[src/rtl/corefifo_ptr_ctrl_pkg.sv]
`default_nettype none
// ============================================================================
// Module   : corefifo_ptr_ctrl_pkg
// Brief    : Shared helpers for the FIFO pointer controller: pointer width
//            and Gray encoding.
// Revision : 1.0 - initial release
// ============================================================================
package corefifo_ptr_ctrl_pkg;

    // A pointer carries one extra wrap bit on top of the RAM address.
    function automatic int unsigned ptr_width(input int unsigned addr_w);
        return addr_w + 1;
    endfunction

    // Binary to reflected Gray code; callers truncate to their pointer width.
    function automatic logic [31:0] gray_enc(input logic [31:0] b);
        return b ^ (b >> 1);
    endfunction

endpackage
`default_nettype wire

[src/rtl/corefifo_gray_ptr.sv]
`default_nettype none
// ============================================================================
// Module   : corefifo_gray_ptr
// Brief    : Wrapping binary pointer with a registered Gray-coded copy that
//            updates on the same edge as the binary value.
// Revision : 1.0 - initial release
// ============================================================================
module corefifo_gray_ptr
    import corefifo_ptr_ctrl_pkg::*;
#(
    parameter int ADDRWIDTH = 3
) (
    input  logic               clk,
    input  logic               reset,
    input  logic               inc,
    output logic [ADDRWIDTH:0] bin,
    output logic [ADDRWIDTH:0] gray
);

    localparam int unsigned PTRW = ptr_width(ADDRWIDTH);

    logic [PTRW-1:0] bin_q;
    logic [PTRW-1:0] bin_d;
    logic [PTRW-1:0] gray_q;
    logic [PTRW-1:0] gray_d;

    // Next pointer value; Gray is encoded from the next binary value so both
    // registers always describe the same pointer.
    always_comb begin
        bin_d  = bin_q;
        if (inc) begin
            bin_d = bin_q + {{(PTRW-1){1'b0}}, 1'b1};
        end
        gray_d = PTRW'(gray_enc(32'(bin_d)));
    end

    // Pointer registers, cleared by synchronous reset.
    always_ff @(posedge clk) begin
        if (reset) begin
            bin_q  <= '0;
            gray_q <= '0;
        end else begin
            bin_q  <= bin_d;
            gray_q <= gray_d;
        end
    end

    assign bin  = bin_q;
    assign gray = gray_q;

endmodule
`default_nettype wire

[src/rtl/corefifo_ptr_ctrl.sv]
`default_nettype none
// ============================================================================
// Module   : corefifo_ptr_ctrl
// Brief    : Synchronous FIFO pointer/flag controller. Qualifies write/read
//            requests against registered full/empty, drives RAM strobes and
//            addresses, and registers occupancy plus status flags.
//            Optional macro COREFIFO_ERR_FLAGS_EN adds overflow/underflow
//            one-cycle error pulses.
// Revision : 1.0 - initial release
// ============================================================================
module corefifo_ptr_ctrl
    import corefifo_ptr_ctrl_pkg::*;
#(
    parameter int ADDRWIDTH  = 3,
    parameter int AFULL_VAL  = 6,
    parameter int AEMPTY_VAL = 2
) (
    input  logic                 clk,
    input  logic                 reset,
    input  logic                 we,
    input  logic                 re,
    output logic                 mem_we,
    output logic                 mem_re,
    output logic [ADDRWIDTH-1:0] waddr,
    output logic [ADDRWIDTH-1:0] raddr,
    output logic [ADDRWIDTH:0]   wgray,
    output logic [ADDRWIDTH:0]   rgray,
    output logic                 full,
    output logic                 empty,
    output logic                 afull,
    output logic                 aempty,
`ifdef COREFIFO_ERR_FLAGS_EN
    output logic                 overflow,
    output logic                 underflow,
`endif
    output logic [ADDRWIDTH:0]   count
);

    localparam int unsigned     PTRW     = ptr_width(ADDRWIDTH);
    localparam logic [PTRW-1:0] DEPTH_C  = PTRW'(1) << ADDRWIDTH;
    localparam logic [PTRW-1:0] AFULL_C  = PTRW'(AFULL_VAL);
    localparam logic [PTRW-1:0] AEMPTY_C = PTRW'(AEMPTY_VAL);

    logic [PTRW-1:0] wbin;
    logic [PTRW-1:0] rbin;
    logic [PTRW-1:0] occ_d;
    logic [PTRW-1:0] count_q;
    logic            full_q;
    logic            empty_q;
    logic            afull_q;
    logic            aempty_q;
    logic            full_d;
    logic            empty_d;
    logic            afull_d;
    logic            aempty_d;

    // Strobes come from registered flags only; reset suppresses both so an
    // in-flight operation is dropped.
    assign mem_we = we & ~full_q  & ~reset;
    assign mem_re = re & ~empty_q & ~reset;

    corefifo_gray_ptr #(.ADDRWIDTH(ADDRWIDTH)) u_wptr (
        .clk   (clk),
        .reset (reset),
        .inc   (mem_we),
        .bin   (wbin),
        .gray  (wgray)
    );

    corefifo_gray_ptr #(.ADDRWIDTH(ADDRWIDTH)) u_rptr (
        .clk   (clk),
        .reset (reset),
        .inc   (mem_re),
        .bin   (rbin),
        .gray  (rgray)
    );

    assign waddr = wbin[ADDRWIDTH-1:0];
    assign raddr = rbin[ADDRWIDTH-1:0];

    // Next occupancy. The pointer difference always equals the registered
    // count, so using it keeps count and the pointer relation in lockstep.
    always_comb begin
        occ_d    = (wbin - rbin) + PTRW'(mem_we) - PTRW'(mem_re);
        full_d   = (occ_d == DEPTH_C);
        empty_d  = (occ_d == '0);
        afull_d  = (occ_d >= AFULL_C);
        aempty_d = (occ_d <= AEMPTY_C);
    end

    // Registered occupancy and status flags.
    always_ff @(posedge clk) begin
        if (reset) begin
            count_q  <= '0;
            full_q   <= 1'b0;
            empty_q  <= 1'b1;
            afull_q  <= 1'b0;
            aempty_q <= 1'b1;
        end else begin
            count_q  <= occ_d;
            full_q   <= full_d;
            empty_q  <= empty_d;
            afull_q  <= afull_d;
            aempty_q <= aempty_d;
        end
    end

    assign count  = count_q;
    assign full   = full_q;
    assign empty  = empty_q;
    assign afull  = afull_q;
    assign aempty = aempty_q;

`ifdef COREFIFO_ERR_FLAGS_EN
    logic overflow_q;
    logic underflow_q;

    // One-cycle pulse after a request that was rejected by a full/empty flag.
    always_ff @(posedge clk) begin
        if (reset) begin
            overflow_q  <= 1'b0;
            underflow_q <= 1'b0;
        end else begin
            overflow_q  <= we & full_q;
            underflow_q <= re & empty_q;
        end
    end

    assign overflow  = overflow_q;
    assign underflow = underflow_q;
`endif

endmodule
`default_nettype wire

[config.mk]
export PLATFORM = sky130hd
export DESIGN_NAME = corefifo_ptr_ctrl
export DESIGN_NICKNAME = d
export VERILOG_FILES = /design/src/rtl/corefifo_ptr_ctrl_pkg.sv /design/src/rtl/corefifo_gray_ptr.sv /design/src/rtl/corefifo_ptr_ctrl.sv
export SDC_FILE = /design/constraint.sdc
export NUM_CORES = 1
export LEC_CHECK = 0
export CORE_MARGIN = 3
export CORE_UTILIZATION = 35
export CTS_BUF_LIST = sky130_fd_sc_hd__clkbuf_8 sky130_fd_sc_hd__clkbuf_16
export DETAILED_ROUTE_END_ITERATION = 16
export PLACE_DENSITY = 0.71
export SLEW_MARGIN = 10
export SYNTH_ARGS = -nofsm -noshare
export SYNTH_HDL_FRONTEND = slang
export SYNTH_HIERARCHICAL = 1
export SYNTH_SLANG_ARGS = --single-unit
[constraint.sdc]
create_clock -name clk -period 5.26 [get_ports clk]
set_input_delay 0.526 -clock clk [delete_from_list [all_inputs] [get_ports clk]]
set_output_delay 0.526 -clock clk [all_outputs]
set_load 0.02 [all_outputs]
== Word-level counts from Yosys, hierarchy flattened ==
Index checks and enable logic that the tools add are counted.

* Input port bits: 4
* Flip-flop bits (word level): 24
* Output and inout bits: 24

* Multiplexer cells: 2
* Bitwise gates (word level): 9
* Eq/ne operators: 1
* Reductions and logical operators: 1
* Add/sub/neg operators: 5
* Order comparisons: 2

{| class="wikitable"
|+ Operators by type and width
! kind !! count
|-
| $add 4x1->4 const B || 2
|-
| $mux 4 || 2
|-
| $xor 4x3->4 || 2
|-
| $add 4x1->4 || 1
|-
| $and 1x1->1 || 4
|-
| $eq 4x4->1 const B || 1
|-
| $ge 4x3->1 const B || 1
|-
| $le 4x2->1 const B || 1
|-
| $logic_not 4->1 || 1
|-
| $sub 4x1->4 || 1
|-
| $sub 4x4->4 || 1
|-
| $not 1->1 || 3
|}

== Depth between registers and ports, before layout ==
* Depth in word-level cells: 6
* Depth in mapped cells: 12

== Cells and area by module ==
Netlist, hierarchy kept.

{| class="wikitable"
|+ By module, submodules not included
! module !! area each (um^2) !! cells each !! instances !! seq. area each (um^2)
|-
| corefifo_gray_ptr || 325.3 || 34 || 2 || 140.1
|-
| corefifo_ptr_ctrl || 416.6 || 39 || 1 || 160.2
|}

== Worst setup path after synthesis ==
Ideal clock, no wire load.

* Path kind: input to register
* Start: input port reset
* End: register empty_q (netlist: empty)
* Buffers on the path: 1
* Arrival time: 3.427 ns
* Setup time: 0.115 ns
* Setup slack: 1.719 ns
* Cell stages on the path: 11
* Cell sequence: buf_2 -> nor3b_1 -> fa_1 -> inv_1 -> fa_1 -> inv_1 -> ha_1 -> fa_1 -> xnor2_1 -> xnor2_2 -> a21o_2

* Word-level cells in the longest chain between the ends: 5
* Elaborated cells between the ends (all ways): 6
* Classes of those cells: add/sub (2); bitwise (3); reduce/logical (1)

{| class="wikitable"
|+ RTL lines
! element !! line !! source
|-
| start: declaration || corefifo_ptr_ctrl.sv:19 || <nowiki>input logic reset,</nowiki>
|-
| $not 1->1 || corefifo_ptr_ctrl.sv:59 || <nowiki>assign mem_we = we & ~full_q & ~reset;</nowiki>
|-
| $and 1x1->1 || corefifo_ptr_ctrl.sv:59 ||
|-
| via mem_we || corefifo_ptr_ctrl.sv:22 || <nowiki>output logic mem_we,</nowiki>
|-
| $add 4x1->4 || corefifo_ptr_ctrl.sv:84 || <nowiki>occ_d = (wbin - rbin) + PTRW'(mem_we) - PTRW'(mem_re);</nowiki>
|-
| $sub 4x1->4 || corefifo_ptr_ctrl.sv:84 ||
|-
| $logic_not 4->1 || corefifo_ptr_ctrl.sv:86 || <nowiki>empty_d = (occ_d == '0);</nowiki>
|-
| end signal: assignment || corefifo_ptr_ctrl.sv:102 || <nowiki>empty_q <= empty_d;</nowiki>
|-
| end: declaration || corefifo_ptr_ctrl.sv:49 || <nowiki>logic empty_q;</nowiki>
|}

The timed path passes the listed nets, and every way through them passes these cells.
A chain may end at the register's enable or synchronous reset.

== Worst setup path in the final report ==
* Start: input port reset
* End: register full_q (netlist: full)

* Word-level cells in the longest chain between the ends: 5
* Elaborated cells between the ends (all ways): 6
* Classes of those cells: add/sub (2); eq/ne (1); bitwise (3)

{| class="wikitable"
|+ RTL lines
! element !! line !! source
|-
| $not 1->1 (*) || corefifo_ptr_ctrl.sv:59, corefifo_ptr_ctrl.sv:60 ||
|-
| $and 1x1->1 || corefifo_ptr_ctrl.sv:59 ||
|-
| $add 4x1->4 || corefifo_ptr_ctrl.sv:84 ||
|-
| $sub 4x1->4 (*) || corefifo_ptr_ctrl.sv:84 ||
|-
| via occ_d[2] || corefifo_ptr_ctrl.sv:46 || <nowiki>logic [PTRW-1:0] occ_d;</nowiki>
|-
| $eq 4x4->1 (*) || corefifo_ptr_ctrl.sv:85 || <nowiki>full_d = (occ_d == DEPTH_C);</nowiki>
|-
| end signal: assignment || corefifo_ptr_ctrl.sv:101 || <nowiki>full_q <= full_d;</nowiki>
|-
| end: declaration || corefifo_ptr_ctrl.sv:48 || <nowiki>logic full_q;</nowiki>
|}

The timed path passes the listed nets; every way through them passes the cells marked *.

==> impl_metrics.toml <==
[timing]
hold_viol = 0
grt_setup_unrepaired = "no"
tns_ns = 0
tightest_slew_ns = 0.429
finalSetupViolCount = 0
drv_slew = 0
fin_crit_sh_pct = 65.5
relSlewSlack_pct = 71.3
achievable-frequency_ghz = 0.290
finalClockSkew_ns = 0.00168
worst_slack_ns = 1.81
period_needed_ns = 3.45

[global_routing]
grt_pass1_wl_mm = 3.70
grt_max_degree = 14
track_usage_pct = 13.0
grt_pass1_vias = 832
antenna_found_initial = 0
grt_overflow = 0

[final_layout]
nets = 148
final_util_pct = 49.6
n_fill_cell = 263
layout-drive-gt1-share_pct = 8.89
post-route-cell-area_um2 = 1400
multi_input_area_um2 = 543
area_growth_pct = 31.5
regArea_um2 = 440
diodes = 0

[critical_path]
crit_path_max_incr_delay_ns = 0.62
critical_path_required_ns = 5.44
timing.critical_path.mode_cell = "fa_1"
worst-r2r-cell-count = 11
startpoint_type = "input port"
criticalPathCategory = "input port to flip-flop"
cp_max_fo = 13
cp-endpoint = "full$_SDFF_PP0_"
cp-startpoint = "reset"
cp.arrival_ns = 3.63
end_kind = "flip-flop"
rrSetupSlack_ns = 2.53
worstReg2RegEnd = "full$_SDFF_PP0_"
crit_chain = "clkdlybuf4s50_1, buf_4, nor2_1, nand2_1, fa_1, inv_1, fa_1, inv_1, ha_1, fa_1, nor3_1, nor3b_1"
slowest_stage = "clkdlybuf4s50_1"
r2r-start = "full$_SDFF_PP0_"

[logic_synthesis]
synth_cell_types = 27
synth_edf_count = 0
synth_top_family_by_area = "simple AND/OR/NAND/NOR gates"
netlist_instances = 107
synth_top_area_share_pct = 41.3
ys_ff_latch = 22
syn-cell-area_um2 = 1070
avgSynthCellArea_um2 = 9.97
syn_nets = 119
yosys.area_share.simple_pct = 16.8
synth_top_cells_by_area = "dfxtp_1, ha_1, xnor2_1, fa_1, inv_1"
synth-xor-area-share_pct = 9.38
yosysSeqAreaShare_pct = 41.3
synthAdderAreaFrac_pct = 11.5
synth_top_flop_cell = "dfxtp_1"
async_flop_share_pct = 0
synth_compound_area_share_pct = 9.03
synth_top_cell_by_area = "dfxtp_1"
muxShareOfSynthArea_pct = 4.22
yosysWarnings = 6

[drt]
wl_per_cell_um = 12.7
ant_nets = 0
dr.pass1.iters = 4
via_count = 786
drc = 0
routed_via_density = 4.73
drt_wl_total_mm = 2.10
drt_iter0_drc = 17

[power_and_ir_drop]
power_uw = 418
power.leakage_uw = 0.000578
powerDensity_nw_per_um2 = 298
peakVddDrop_uv = 169

[placed_design]
placed_area_um2 = 1350
port_buffers = 27
dp_hpwl_mm = 1.54
place_ws_ns = 1.55
place.gp.congestion = 0.769

[clock_tree]
clock_latency_ns = 0.26
cts_hold_buffers = 0
clk_pin_slew_ns = 0.08
cts_max_level = 1
post_cts_resized = 0
cts_tree = "done"
postCtsSetupRepairBufs = 0
cts_buffers = 3
numClockSinks = 22
cts_root_buf = "clkbuf_8"
clock_path_buffers = 2

[worst_hold_path]
hold_path_class = "flip-flop to flip-flop"

[die]
die-area_um2 = 3750
start_util_pct = 37.7
die-width_um = 61.2
die_h_um = 61.2
core_um2 = 2830
io_pins = 28
rows = 19

[flow_run]
cap_violations = 0

[status]
status = "complete, no violations"
==> synth_stat cells (all sizes together), types with 4 or more instances <==
master,n
dfxtp,22
inv,11
nor2,10
xnor2,8
a21oi,7
buf,5
ha,5
nor2b,5
and2,4
mux2,4
==> worst min path at each step <==
stage	startpoint	endpoint	cells after the start
floorplan	reset	u_rptr/gray[0]$_SDFF_PP0_	1
global placement	u_wptr/bin[0]$_SDFF_PP0_	u_wptr/gray[0]$_SDFF_PP0_	2
detailed placement	u_wptr/bin[1]$_SDFF_PP0_	u_wptr/bin[1]$_SDFF_PP0_	2
CTS	u_wptr/bin[1]$_SDFF_PP0_	u_wptr/bin[1]$_SDFF_PP0_	2
global route	u_wptr/bin[1]$_SDFF_PP0_	u_wptr/bin[1]$_SDFF_PP0_	2
finish	u_wptr/bin[1]$_SDFF_PP0_	u_wptr/bin[1]$_SDFF_PP0_	2
==> kinds of logic after synthesis <==
group	after synthesis
AOI/OAI and AO/OA	16
xor gates and xnor gates	9
adders and majority gates	8
buffers and inverters	16
DFF	22
muxes	4
and+or+nand+nor	32
==> per-stage QoR <==
stage | hold slack [ns] | std cells
2_1_floorplan | 0.595 | 107
3_3_place_gp | 0.575 | 162
3_5_place_dp | 0.569 | 162
4_1_cts | 0.588 | 166
5_1_grt | 0.619 | 166
6_report | 0.588 | 166
==> registers in the layout (all words and copies together) (netlist names) <==
register	cells
count	4
u_rptr/bin	4
u_wptr/bin	4
u_rptr/gray	3
u_wptr/gray	3
aempty	1
afull	1
empty	1
full	1
==> metal layers <==
layer  vias up  global-route usage, %  wire length [um]
met5         -                      0                 0
met4         0                   4.64                11
met3         3                   4.19               120
met2        23                   20.8               980
met1       359                   16.5               988
li1        401                      -                 -
==> layout by cell type, fill, tap and decap left out, drive strengths merged <==
master         netlist  final
mux2                 4      4
clkbuf               0      4
o21ai                3      3
nor3b                2      2
nand2                2      2
nor2                10     10
dfxtp               22     22
nor3                 3      3
o21a                 3      3
or3                  2      2
xnor2                8      8
and2                 4      4
buf                  5      2
a21o                 1      1
a21boi               2      2
inv                 11     11
a21oi                7      7
nor2b                5      5
and3b                2      2
clkdlybuf4s50        0     27
ha                   5      5
nand4                2      2
fa                   3      3
xnor3                1      1
==> critical path: cells and delay by family <==
family        cells  cell delay, ns
simple gates      4            0.65
buf+inv           4            1.05
fa+ha+maj         4            1.40
==> layout make-up <==
cell class	instances	area share, %
Multi-Input combinational cell	69	38.7
Sequential cell	22	31.4
Timing Repair Buffer	29	20.3
Clock buffer	4	3.92
Inverter	11	2.94
Tap cell	31	2.76
==> power by group <==
group | leakage [uW] | internal, uW | switching (uW)
clock | 0.0000288 | 66.7 | 54.5
combinational | 0.000370 | 53.2 | 55.6
sequential | 0.000179 | 180 | 7.33
(Power assumes the default switching activity.)
==> patch, RTL diff (config.mk and constraints unchanged) <==
`ADDRWIDTH` is set to 3 in 2 places; all go to 4.
--- a/src/rtl/corefifo_gray_ptr.sv
+++ b/src/rtl/corefifo_gray_ptr.sv
@@ -8,7 +8,7 @@
 module corefifo_gray_ptr
     import corefifo_ptr_ctrl_pkg::*;
 #(
-    parameter int ADDRWIDTH = 3
+    parameter int ADDRWIDTH = 4
 ) (
     input  logic               clk,
     input  logic               reset,
--- a/src/rtl/corefifo_ptr_ctrl.sv
+++ b/src/rtl/corefifo_ptr_ctrl.sv
@@ -11,7 +11,7 @@
 module corefifo_ptr_ctrl
     import corefifo_ptr_ctrl_pkg::*;
 #(
-    parameter int ADDRWIDTH  = 3,
+    parameter int ADDRWIDTH  = 4,
     parameter int AFULL_VAL  = 6,
     parameter int AEMPTY_VAL = 2
 ) (
Ports: changed (5 resized); port bits go from 28 to 33. No check against the original RTL was run, so the function may have changed too.
==> patch against the unedited design <==
Setup slack worse by 0.26 ns. Fmax down 7.1%. Final area up 22%. Wire length up 17%. Area after synthesis up 24%. Sequential cell count up 5. Total power up 15%. Die area up 22%.
==> patch: results (changes against the unedited design) <==
- Clk_lat worst skew: between 0.2 and 0.3 ns
- Grt met3 use: 0.0383 (-0.00366)
- Cells on worst reg2reg path: 13 (+2)
- First-pass GRT wire length: 4.30 mm (+16%)
- Metal-1 WL: 1.06 mm (+7.1%)
- RD Place Congestion: 0.749 (-2.6%)
- Sequential fraction of the synthesis area: 0.408 (-0.00434)
- Netlist cell types: 25 (-7.4%)
- Slowest stage delay, CP: 0.71 ns (+0.09 ns)
- CTS H-tree depth: 1 (unchanged)
- WL met3: 156 um (+30%)
- Peak supply drop: 0.000186 V (+10%)
- Worst-margin pin slew: 0.395 ns (-0.0339 ns)
- Post-synth top cells: dfxtp_1 (27), nor2_1 (24), xnor2_1 (14), inv_1 (12), ha_1 (9)
- Largest net degree at the start of global routing: 19 (+5)
- Synth Net Count: 147 (+24%)
- Met1 usage in global routing: 0.145 (-0.0206)
- Setup Buffers After CTS: 0 (unchanged)
- DPL Wire Length: 1.94 mm (+26%)
- Net count of the finished layout: 179 (+21%)
- Synth Area in Compound Gates: 0.0520 (-0.0383)
- Via count: 929 (+18%)
- PostCTS Resize Cnt: 0 (unchanged)
- Xor and xnor area share after synthesis: 0.169 (+0.0754)
- Routed wire length: 2.46 mm (+17%)
- Leakage: 0.700 nW (+21%)
- Port Buffers: 32 (+19%)
- Adder-cell share of the synthesized area: 0.130 (+0.0155)
- Max Root-Sink Buffers: 2 (unchanged)
- Setup Skew: 0.00419 ns (+0.00251 ns)
- Number of global-route vias before repair: 999 (+20%)
- Initial DRC count: 29 (+12)
- Worst path arrival time: 3.92 ns (+0.29 ns)
- Highest routed layer: met4
- CP max stage cell: clkdlybuf4s50_1
- Largest cells by area after synthesis: dfxtp_1 (41%), xnor2_1 (9.3%), ha_1 (8.5%)
- DR WL met2: 1.22 mm (+24%)
- Combinational family with the most area after synthesis: XOR/XNOR gates
- Fraction of layout cells with a size suffix above 1: 0.0864 (-0.00247)
- Met2 usage: 0.214 (+0.00539)
- Total GRT Usage: 0.124 (-0.00621)
- Status: completed
- Hold Path Class: flop to flop
- Critical path fanouts, max: 12 (-1)
- Mux cell area share after synthesis: 0.0151 (-0.0271)
- First-pass detailed-route iteration total: 2 (-2)
- Top_reg_cell synth: dfxtp_1
patch: cell count changes after synthesis, moves of 3 or more:
cell and change:
dfxtp_1 +5, ha_1 +4, o21a_1 -3, nor2_1 +14, a21o_1 +3, o21ai_0 -3, xnor2_1 +7, clkbuf_1 +3
nor2b_1 -3, xor2_1 +6
patch: per-stage QoR:
step	worst slack, ns	std cells	util	cell area [um2]
5_1_grt	1.27	208	0.491	1720
4_1_cts	1.52	208	0.491	1720
3_3_place_gp	1.43	204	0.477	1670
6_report	1.55	208	0.491	1720
2_1_floorplan	1.60	131	-	1320
3_5_place_dp	1.24	204	0.477	1670
patch: worst paths after layout:
| path | start | slack (ns) | to |
|---|---|---|---|
| hold reg to reg | u_wptr/bin[4] | 0.62 | u_wptr/bin[4] |
| setup reg to reg | full | 2.22 | full |
| hold / removal | u_wptr/bin[4] | 0.62 | u_wptr/bin[4] |
| setup / recovery | reset | 1.55 | full |
patch: final cells by class:
| cell class | instances | area (um2) |
|---|---|---|
| fillers | 327 | 1780 |
| multi-input cells | 85 | 689 |
| flip-flops and latches | 27 | 541 |
| repair buffers | 34 | 335 |
| well taps | 46 | 57.6 |
| inverters | 12 | 45.0 |
| clock buffers | 3 | 41.3 |
| clock inverters | 1 | 7.51 |
patch: cell families after synthesis:
kind of cell | count (synthesis)
buffers and inverters | 19
DFF | 27
adders and majority gates | 12
muxes | 2
and+or+nand+nor | 38
AOI/OAI and AO/OA | 10
xor gates and xnor gates | 23
patch: where the power goes:
| group | switching, W | internal, W |
|---|---|---|
| sequential | 0.00000993 | 0.000221 |
| combinational | 0.0000677 | 0.0000641 |
| clock | 0.0000643 | 0.0000537 |
| total | 0.000142 | 0.000338 |
